File: src/rtl/lemming_fall_monitor_pkg.sv
// Shared types for the lemming fall monitor: event codes, monitor states, walker status encoding.
package lemming_mon_pkg;

   localparam int unsigned EVT_CODE_W = 3;
   localparam int unsigned DROP_W     = 8;

   // Event codes carried on evt_code
   typedef enum logic [2:0] {
      TURN       = 3'd0,
      FALL_START = 3'd1,
      LAND       = 3'd2,
      SPLAT      = 3'd3,
      DIG_START  = 3'd4,
      ILLEGAL    = 3'd7
   } evt_e;

   typedef enum logic [1:0] {
      GROUND  = 2'd0,
      FALLING = 2'd1,
      DEAD    = 2'd2
   } mon_state_e;

   // One-hot walker status, bit order {walk_left, walk_right, aaah, digging}
   typedef enum logic [3:0] {
      WALK_L = 4'b1000,
      WALK_R = 4'b0100,
      FALL   = 4'b0010,
      DIG    = 4'b0001
   } status_e;

   // True when exactly one status bit is set
   function automatic logic is_one_hot(input logic [3:0] s);
      return (s != 4'b0000) && ((s & (s - 4'd1)) == 4'b0000);
   endfunction

endpackage

File: src/rtl/lemming_evt_fifo.sv
// Small synchronous FIFO for monitor events; a push into a full FIFO lands only if a pop frees a slot.
module lemming_evt_fifo #(
   parameter int unsigned DEPTH = 4,
   parameter int unsigned W     = 11
) (
   input  logic         clk,
   input  logic         reset,
   input  logic         push_i,
   input  logic [W-1:0] wdata_i,
   input  logic         pop_i,
   output logic [W-1:0] rdata_o,
   output logic         full_o,
   output logic         empty_o
);

   localparam int unsigned AW = $clog2(DEPTH);

   logic [W-1:0] mem_q [DEPTH];
   logic [AW:0]  wr_q;
   logic [AW:0]  rd_q;
   logic         do_pop;
   logic         do_push;

   // Pointer-based occupancy: extra MSB distinguishes full from empty
   always_comb begin
      empty_o = (wr_q == rd_q);
      full_o  = (wr_q[AW] != rd_q[AW]) && (wr_q[AW-1:0] == rd_q[AW-1:0]);
      do_pop  = pop_i && !empty_o;
      do_push = push_i && (!full_o || do_pop);
      rdata_o = mem_q[rd_q[AW-1:0]];
   end

   // Pointer update
   always_ff @(posedge clk) begin
      if (reset) begin
         wr_q <= '0;
         rd_q <= '0;
      end else begin
         if (do_push) wr_q <= wr_q + (AW+1)'(1);
         if (do_pop)  rd_q <= rd_q + (AW+1)'(1);
      end
   end

   // Storage write; contents need no reset since empty gates the read side
   always_ff @(posedge clk) begin
      if (do_push) mem_q[wr_q[AW-1:0]] <= wdata_i;
   end

endmodule

File: src/rtl/lemming_fall_monitor.sv
// Observes the walker's one-hot status, times falls, declares splats and queues trace events.
module lemming_fall_monitor
   import lemming_mon_pkg::*;
#(
   parameter int unsigned SPLAT_CYCLES = 20,
   parameter int unsigned CNT_W        = 8,
   parameter int unsigned EVT_DEPTH    = 4
) (
   input  logic             clk,
   input  logic             reset,
   input  logic             walk_left,
   input  logic             walk_right,
   input  logic             aaah,
   input  logic             digging,
   output logic             alive,
   output logic             splat,
   output logic [CNT_W-1:0] fall_len,
   output logic             evt_valid,
   input  logic             evt_ready,
   output logic [2:0]       evt_code,
   output logic [CNT_W-1:0] evt_data,
   output logic [7:0]       evt_drop_cnt
);

   localparam int unsigned      EVT_W     = EVT_CODE_W + CNT_W;
   localparam logic [CNT_W-1:0] CNT_MAX   = '1;
   localparam logic [CNT_W-1:0] SPLAT_LIM = CNT_W'(SPLAT_CYCLES);

   mon_state_e        state_q;
   status_e           prev_q;
   logic              illegal_q;
   logic [CNT_W-1:0]  cnt_q;
   logic              alive_q;
   logic              splat_q;
   logic [DROP_W-1:0] drop_q;

   logic [3:0]        status_c;
   logic              legal_c;
   logic              push_c;
   evt_e              code_c;
   logic [CNT_W-1:0]  data_c;
   logic [EVT_W-1:0]  fifo_rdata;
   logic              fifo_full;
   logic              fifo_empty;
   logic              pop_c;

   assign status_c = {walk_left, walk_right, aaah, digging};
   assign legal_c  = is_one_hot(status_c);

   // Event encoder: at most one event per cycle, illegal status first
   always_comb begin
      push_c = 1'b0;
      code_c = TURN;
      data_c = '0;
      if (state_q != DEAD) begin
         if (!legal_c) begin
            if (!illegal_q) begin
               push_c = 1'b1;
               code_c = ILLEGAL;
               data_c = CNT_W'(status_c);
            end
         end else if (state_q == GROUND) begin
            if (status_c == FALL) begin
               push_c = 1'b1;
               code_c = FALL_START;
            end else if (prev_q == WALK_L && status_c == WALK_R) begin
               push_c = 1'b1;
               code_c = TURN;
               data_c = CNT_W'(1);
            end else if (prev_q == WALK_R && status_c == WALK_L) begin
               push_c = 1'b1;
               code_c = TURN;
            end else if ((prev_q == WALK_L || prev_q == WALK_R) && status_c == DIG) begin
               push_c = 1'b1;
               code_c = DIG_START;
            end
         end else if (status_c != FALL) begin
            push_c = 1'b1;
            code_c = (cnt_q > SPLAT_LIM) ? SPLAT : LAND;
            data_c = cnt_q;
         end
      end
   end

   // Monitor FSM with fall counter; illegal status freezes state, counter and prev status
   always_ff @(posedge clk) begin
      if (reset) begin
         state_q   <= GROUND;
         prev_q    <= WALK_L;
         illegal_q <= 1'b0;
         cnt_q     <= '0;
         alive_q   <= 1'b1;
         splat_q   <= 1'b0;
      end else begin
         splat_q   <= 1'b0;
         illegal_q <= !legal_c;
         if (legal_c && state_q != DEAD) begin
            prev_q <= status_e'(status_c);
            case (state_q)
               GROUND: begin
                  if (status_c == FALL) begin
                     state_q <= FALLING;
                     cnt_q   <= CNT_W'(1);
                  end
               end
               FALLING: begin
                  if (status_c == FALL) begin
                     if (cnt_q != CNT_MAX) cnt_q <= cnt_q + CNT_W'(1);
                  end else if (cnt_q > SPLAT_LIM) begin
                     state_q <= DEAD;
                     alive_q <= 1'b0;
                     splat_q <= 1'b1;
                  end else begin
                     state_q <= GROUND;
                  end
               end
               default: ;
            endcase
         end
      end
   end

   assign pop_c = evt_valid && evt_ready;

   // Count events lost because the FIFO was full with no pop this cycle
   always_ff @(posedge clk) begin
      if (reset) begin
         drop_q <= '0;
      end else if (push_c && fifo_full && !pop_c && drop_q != '1) begin
         drop_q <= drop_q + DROP_W'(1);
      end
   end

   lemming_evt_fifo #(
      .DEPTH (EVT_DEPTH),
      .W     (EVT_W)
   ) u_fifo (
      .clk     (clk),
      .reset   (reset),
      .push_i  (push_c),
      .wdata_i ({code_c, data_c}),
      .pop_i   (pop_c),
      .rdata_o (fifo_rdata),
      .full_o  (fifo_full),
      .empty_o (fifo_empty)
   );

   assign alive        = alive_q;
   assign splat        = splat_q;
   assign fall_len     = cnt_q;
   assign evt_valid    = !fifo_empty;
   assign evt_code     = fifo_rdata[EVT_W-1 -: EVT_CODE_W];
   assign evt_data     = fifo_rdata[CNT_W-1:0];
   assign evt_drop_cnt = drop_q;

endmodule

File: config.mk
export PLATFORM = sky130hd
export DESIGN_NAME = lemming_fall_monitor
export DESIGN_NICKNAME = d
export VERILOG_FILES = /design/src/rtl/lemming_fall_monitor_pkg.sv /design/src/rtl/lemming_evt_fifo.sv /design/src/rtl/lemming_fall_monitor.sv
export SDC_FILE = /design/constraint.sdc
export NUM_CORES = 1
export LEC_CHECK = 0
export BUFFER_PORTS_ARGS = -buffer_cell sky130_fd_sc_hd__buf_2
export CAP_MARGIN = 40
export CORE_MARGIN = 10
export CORE_UTILIZATION = 35
export CTS_CLUSTER_SIZE = 8
export DETAILED_ROUTE_END_ITERATION = 6
export MAX_ROUTING_LAYER = met4
export PLACE_DENSITY = 0.64
export RECOVER_POWER = 50
export SYNTH_ARGS = -nofsm -noshare
export SYNTH_HDL_FRONTEND = slang
export SYNTH_SLANG_ARGS = --single-unit
File: constraint.sdc
create_clock -name clk -period 8.8 [get_ports clk]
set_input_delay 1.32 -clock clk [delete_from_list [all_inputs] [get_ports clk]]
set_output_delay 1.32 -clock clk [all_outputs]
set_load 0.005 [all_outputs]
==> flow_metrics.tcl, run 1 <==
set metrics [dict create \
    p_total_uw 900 \
    post-cts-setup-buffers 0 \
    totalNegativeSetupSlack_ps 0 \
    layout_commonest_cell "edfxtp_1" \
    row_count 36 \
    synth_edf_count 44 \
    tightest_slew_ps 1380 \
    ys.flop_type "edfxtp_1" \
    cp-end-kind "flip-flop" \
    grt_max_degree 32 \
    p_comb_share_pct 15.4 \
    cts_max_level 3 \
    final_core_util_pct 41.0 \
    syn-num-nets 313 \
    min_from "alive" \
    path_class "input port to flip-flop" \
    numCtsBuffers 9 \
    gp_congestion 0.886 \
    switchingPower_uw 224 \
    drt_wl_total_um 7190 \
    die_h_um 121 \
    grtUsageTotal_pct 10.5 \
    p_sw_share_pct 24.9 \
    dr.pass1.iters 4 \
    ys_ff_latch 77 \
    ir_drop_mv 0.0845 \
    clkLatencyLatePin_ps 350 \
    synth_area_per_cell_um2 11.9 \
    hold_viol 0 \
    die-width_um 121 \
    synth_cell_types 54 \
    ios 37 \
    setup.worst_path.start "walk_left" \
    cts_resized 0 \
    start_kind "input port" \
    grt_pass1_wl_um 12100 \
    cp_data_required_time_ps 8830 \
    detail-route-antenna-nets 0 \
    drv_cap 0 \
    p_leak_nw 1.38 \
    p_seq_share_pct 48.9 \
    max_freq_ghz 0.250 \
    min_path_type "flip-flop to flip-flop" \
    cp_max_fo 16 \
    viasPerCell 5.15 \
    drtIter0Drc 187 \
    syn_inst 298 \
    placed_area_mm2 0.00382 \
    area_delta_synth_final_pct 13.5 \
    wl_per_cell_um 15.3 \
    postCtsHoldBufs 0 \
    port_buffers 36 \
    finClkSkew_ps 11.0 \
    rsz0062_at_grt "no" \
    status "finished clean" \
    overflow 0 \
    cts-root-buf "clkbuf_8" \
    dp_cells 453 \
    max_slew_margin_pct 6.99 \
    ys_async_sr_fraction_pct 0 \
    path_clk_slew_ps 80 \
    drv_slew 0 \
    drive_gt1_share_pct 16.1 \
    num_vias 2416 \
    r2r_start "prev_q[3]" \
    finalSetupViolations 0 \
    drcViolationCount 0 \
    cts_tree "built" \
    dpl.hpwl_um 5160 \
    synth_area_mm2 0.00355 \
    cts_sinks 77 \
    finalNonFillerCells 469 \
    finalCriticalPeriod_ps 4000 \
    initial_core_util_pct 36.1 \
    ys_seq_area_share_pct 55.8 \
    pwr-share-clk_pct 35.8 \
    core_mm2 0.00982 \
    final_cell_mix "edfxtp_1, dfxtp_1, nor2_1" \
    dieArea_mm2 0.0146 \
    n_antenna_cell 0 \
    intPower_uw 676 \
    yosys_warnings 0 \
    clock_path_buffers 2 \
    finalCritPeriodShare_pct 45.4 \
    nets 346 \
    crit_arrival_ps 4030 \
    fin_area_mm2 0.00403 \
    antenna_found_initial 0 \
    grt_pass1_vias 2383 \
    fill_cells 980 \
    powerDensity_mw_per_mm2 223 \
]
==> kinds of logic after synthesis <==
group                      Yosys count  synth area share, %
muxes                               16                 8.53
adders and majority gates            8                 2.82
DFF                                 77                 55.8
xor gates and xnor gates            11                 2.71
buffers and inverters               25                 3.45
and+or+nand+nor                    106                 17.2
AOI/OAI and AO/OA                   55                 9.48
==> per-stage QoR <==
step	setup slack, ps	hold WS [ps]
2_1_floorplan	4750	451
3_3_place_gp	4560	431
3_5_place_dp	4540	449
4_1_cts	4910	476
5_1_grt	4530	519
6_report	4800	469
==> cell usage after synthesis (5+ instances only) <==
cell type,number,area [um2]
dfxtp_1,33,661
o21ai_0,13,65.1
mux4_2,11,248
nor2b_1,6,37.5
xor2_1,5,43.8
xnor2_1,6,52.6
nand2_1,21,78.8
a21oi_1,23,115
clkbuf_1,8,30.0
nor2_1,24,90.1
inv_1,10,37.5
ha_1,8,100
nand3_1,9,45.0
edfxtp_1,44,1320
==> critical path: stages <==
cell and delay, ps:
clkbuf_1 370, xnor2_1 180, a211oi_1 770, and4_1 690, and4bb_2 340, and2_1 350
==> final timing paths <==
check / endpoint / slack [ps] / cells after the start
min reg2reg: alive / 470 / 1
min: alive / 470 / 1
max: u_fifo.mem_q[0][1] / 4800 / 6
max reg2reg: u_fifo.mem_q[0][1] / 6100 / 5
==> flip-flops by register name, summed over array words and instances (netlist names), named ones only <==
name,count
illegal_q,1
splat,1
evt_drop_cnt,8
alive,1
u_fifo.rd_q,3
state_q,2
u_fifo.wr_q,3
prev_q,4
u_fifo.mem_q,44
fall_len,8
==> metal layers <==
layer,vias to the layer above,wire (um),global-route usage [%]
li1,1184,-,-
met1,1162,3370,13.1
met2,58,3410,16.0
met3,12,315,2.89
met4,0,103,3.62
met5,-,0,-
==> area by class of cell <==
class / count / area, um2 / share of cell area (%)
inverter: 10 / 37.5 / 0.932
sequential: 77 / 1980 / 49.2
tap: 133 / 166 / 4.13
clock buffer: 9 / 124 / 3.07
multi-input combinational: 196 / 1430 / 35.5
timing repair buffer: 37 / 166 / 4.13
clock inverter: 7 / 121 / 3.01
==> power by group through the flow <==
| stage | registers [mW] | clock network [mW] | logic [mW] |
|---|---|---|---|
| floorplan | 0.431 | 0 | 0.112 |
| global placement | 0.449 | 0 | 0.140 |
| detailed placement | 0.451 | 0 | 0.141 |
| CTS | 0.443 | 0.327 | 0.142 |
| global route | 0.446 | 0.347 | 0.154 |
| finish | 0.440 | 0.322 | 0.138 |
Note: power is estimated with default switching activity, not from simulation.
==> inputs of run 2 (changes only) <==
Clock period 8.8 ns to 4.1 ns, I/O delays scaled along.
==> flow_metrics.tcl, run 2 (synthesis results as in run 1) <==
set metrics [dict create \
    cts_sinks 77 \
    totalNegativeSetupSlack_ps 0 \
    antenna_found_initial 0 \
    max_slew_margin_pct 48.1 \
    p_comb_share_pct 17.0 \
    cp_data_required_time_ps 4080 \
    n_antenna_cell 0 \
    detail-route-antenna-nets 0 \
    drv_slew 0 \
    regArea_mm2 0.00198 \
    ios 37 \
    powerDensity_mw_per_mm2 447 \
    drcViolationCount 0 \
    grtUsageTotal_pct 11.1 \
    overflow 0 \
    area_delta_synth_final_pct 12.0 \
    dieArea_mm2 0.0146 \
    min_from "alive" \
    status "finished clean" \
    cts-root-buf "clkbuf_8" \
    ir_drop_mv 0.202 \
    initial_core_util_pct 36.1 \
    max_freq_ghz 0.300 \
    drv_cap 0 \
    finClkSkew_ps 8.97 \
    p_seq_share_pct 53.4 \
    clkLatencyLatePin_ps 350 \
    p_leak_nw 1.34 \
    r2r_start "prev_q[3]" \
    finalCritPeriodShare_pct 81.4 \
    tightest_slew_ps 778 \
    multiInputGateArea_mm2 0.00143 \
    drtIter0Drc 207 \
    hold_viol 0 \
    dpl.hpwl_um 5480 \
    cp_max_fo 16 \
    viasPerCell 5.10 \
    core_mm2 0.00982 \
    grt_pass1_vias 2352 \
    num_vias 2405 \
    largest_reg_flops 44 \
    nets 349 \
    place_ws_ps 526 \
    finalSetupViolations 0 \
    path_class "input port to flip-flop" \
    drive_gt1_share_pct 15.6 \
    cts_resized 0 \
    numCtsBuffers 9 \
    switchingPower_uw 506 \
    cts_max_level 3 \
    intPower_mw 1.27 \
    p_total_mw 1.78 \
    setup.worst_path.start "walk_left" \
    drt_wl_total_um 7560 \
    row_count 36 \
    grt_pass1_wl_um 12500 \
    die_h_um 121 \
    fin_area_mm2 0.00398 \
    wl_per_cell_um 16.0 \
    clock_path_buffers 2 \
    die-width_um 121 \
    fill_cells 973 \
    finalCriticalPeriod_ps 3340 \
    whs_ps 466 \
    placed_area_mm2 0.00384 \
    cp-end-kind "flip-flop" \
    start_kind "input port" \
    rsz0062_at_grt "no" \
    dr.pass1.iters 4 \
    p_sw_share_pct 28.5 \
    layout_commonest_cell "edfxtp_1" \
    final_cell_mix "edfxtp_1, dfxtp_1, nor2_1" \
    cts_tree "built" \
    grt_max_degree 32 \
    gp_congestion 0.810 \
    post-cts-setup-buffers 0 \
    min_path_type "flip-flop to flip-flop" \
    crit_arrival_ps 3320 \
    setup_ws_ps 763 \
    port_buffers 36 \
    path_clk_slew_ps 80 \
    postCtsHoldBufs 0 \
    pwr-share-clk_pct 29.6 \
]
run 2: cell count changes in the layout (fill, tap and decap cells not counted), sizes merged:
| cell | change |
|---|---|
| inv | +1 |
| bufinv | -3 |
| clkinvlp | +2 |
| clkbuf | +3 |
run 2: layout make-up:
class | count | share of cell area, %
Tap cell | 133 | 4.19
Timing Repair Buffer | 40 | 4.44
Clock inverter | 7 | 1.45
Multi-Input combinational cell | 196 | 36.0
Clock buffer | 9 | 3.12
Sequential cell | 77 | 49.9
Inverter | 10 | 0.944
run 2: path summary, 6_finish.rpt:
path              slack (ps)                  to  cells past startpoint
setup / recovery         760  u_fifo.mem_q[1][2]                      6
hold / removal           470               alive                      1
setup reg to reg        1460  u_fifo.mem_q[1][2]                      5
hold reg to reg          470               alive                      1
run 2: metrics by stage:
step / instances / util [%]
6_report: 472 / 40.5
5_1_grt: 472 / 40.5
4_1_cts: 472 / 41.0
3_5_place_dp: 456 / 39.1
3_3_place_gp: 456 / 39.1
2_1_floorplan: 298 / -
run 2: power groups by stage:
stage	logic (mW)	registers (mW)	clock network, mW
global route	0.340	0.961	0.574
floorplan	0.240	0.925	0
global placement	0.307	0.967	0
detailed placement	0.313	0.970	0
CTS	0.314	0.951	0.536
finish	0.301	0.948	0.526
run 2: worst max-delay path, cell delays in order:
cell	delay (ps)
clkbuf_1	230
or4b_1	570
or4_1	540
and4_1	410
and4bb_2	440
and2_1	500
run 2: layer usage:
| layer | GRT usage, % | wire, um | vias up |
|---|---|---|---|
| li1 | - | - | 1193 |
| met1 | 14.2 | 3630 | 1147 |
| met2 | 16.6 | 3560 | 57 |
| met5 | - | 0 | - |
| met4 | 4.30 | 84 | 0 |
| met3 | 2.56 | 284 | 8 |
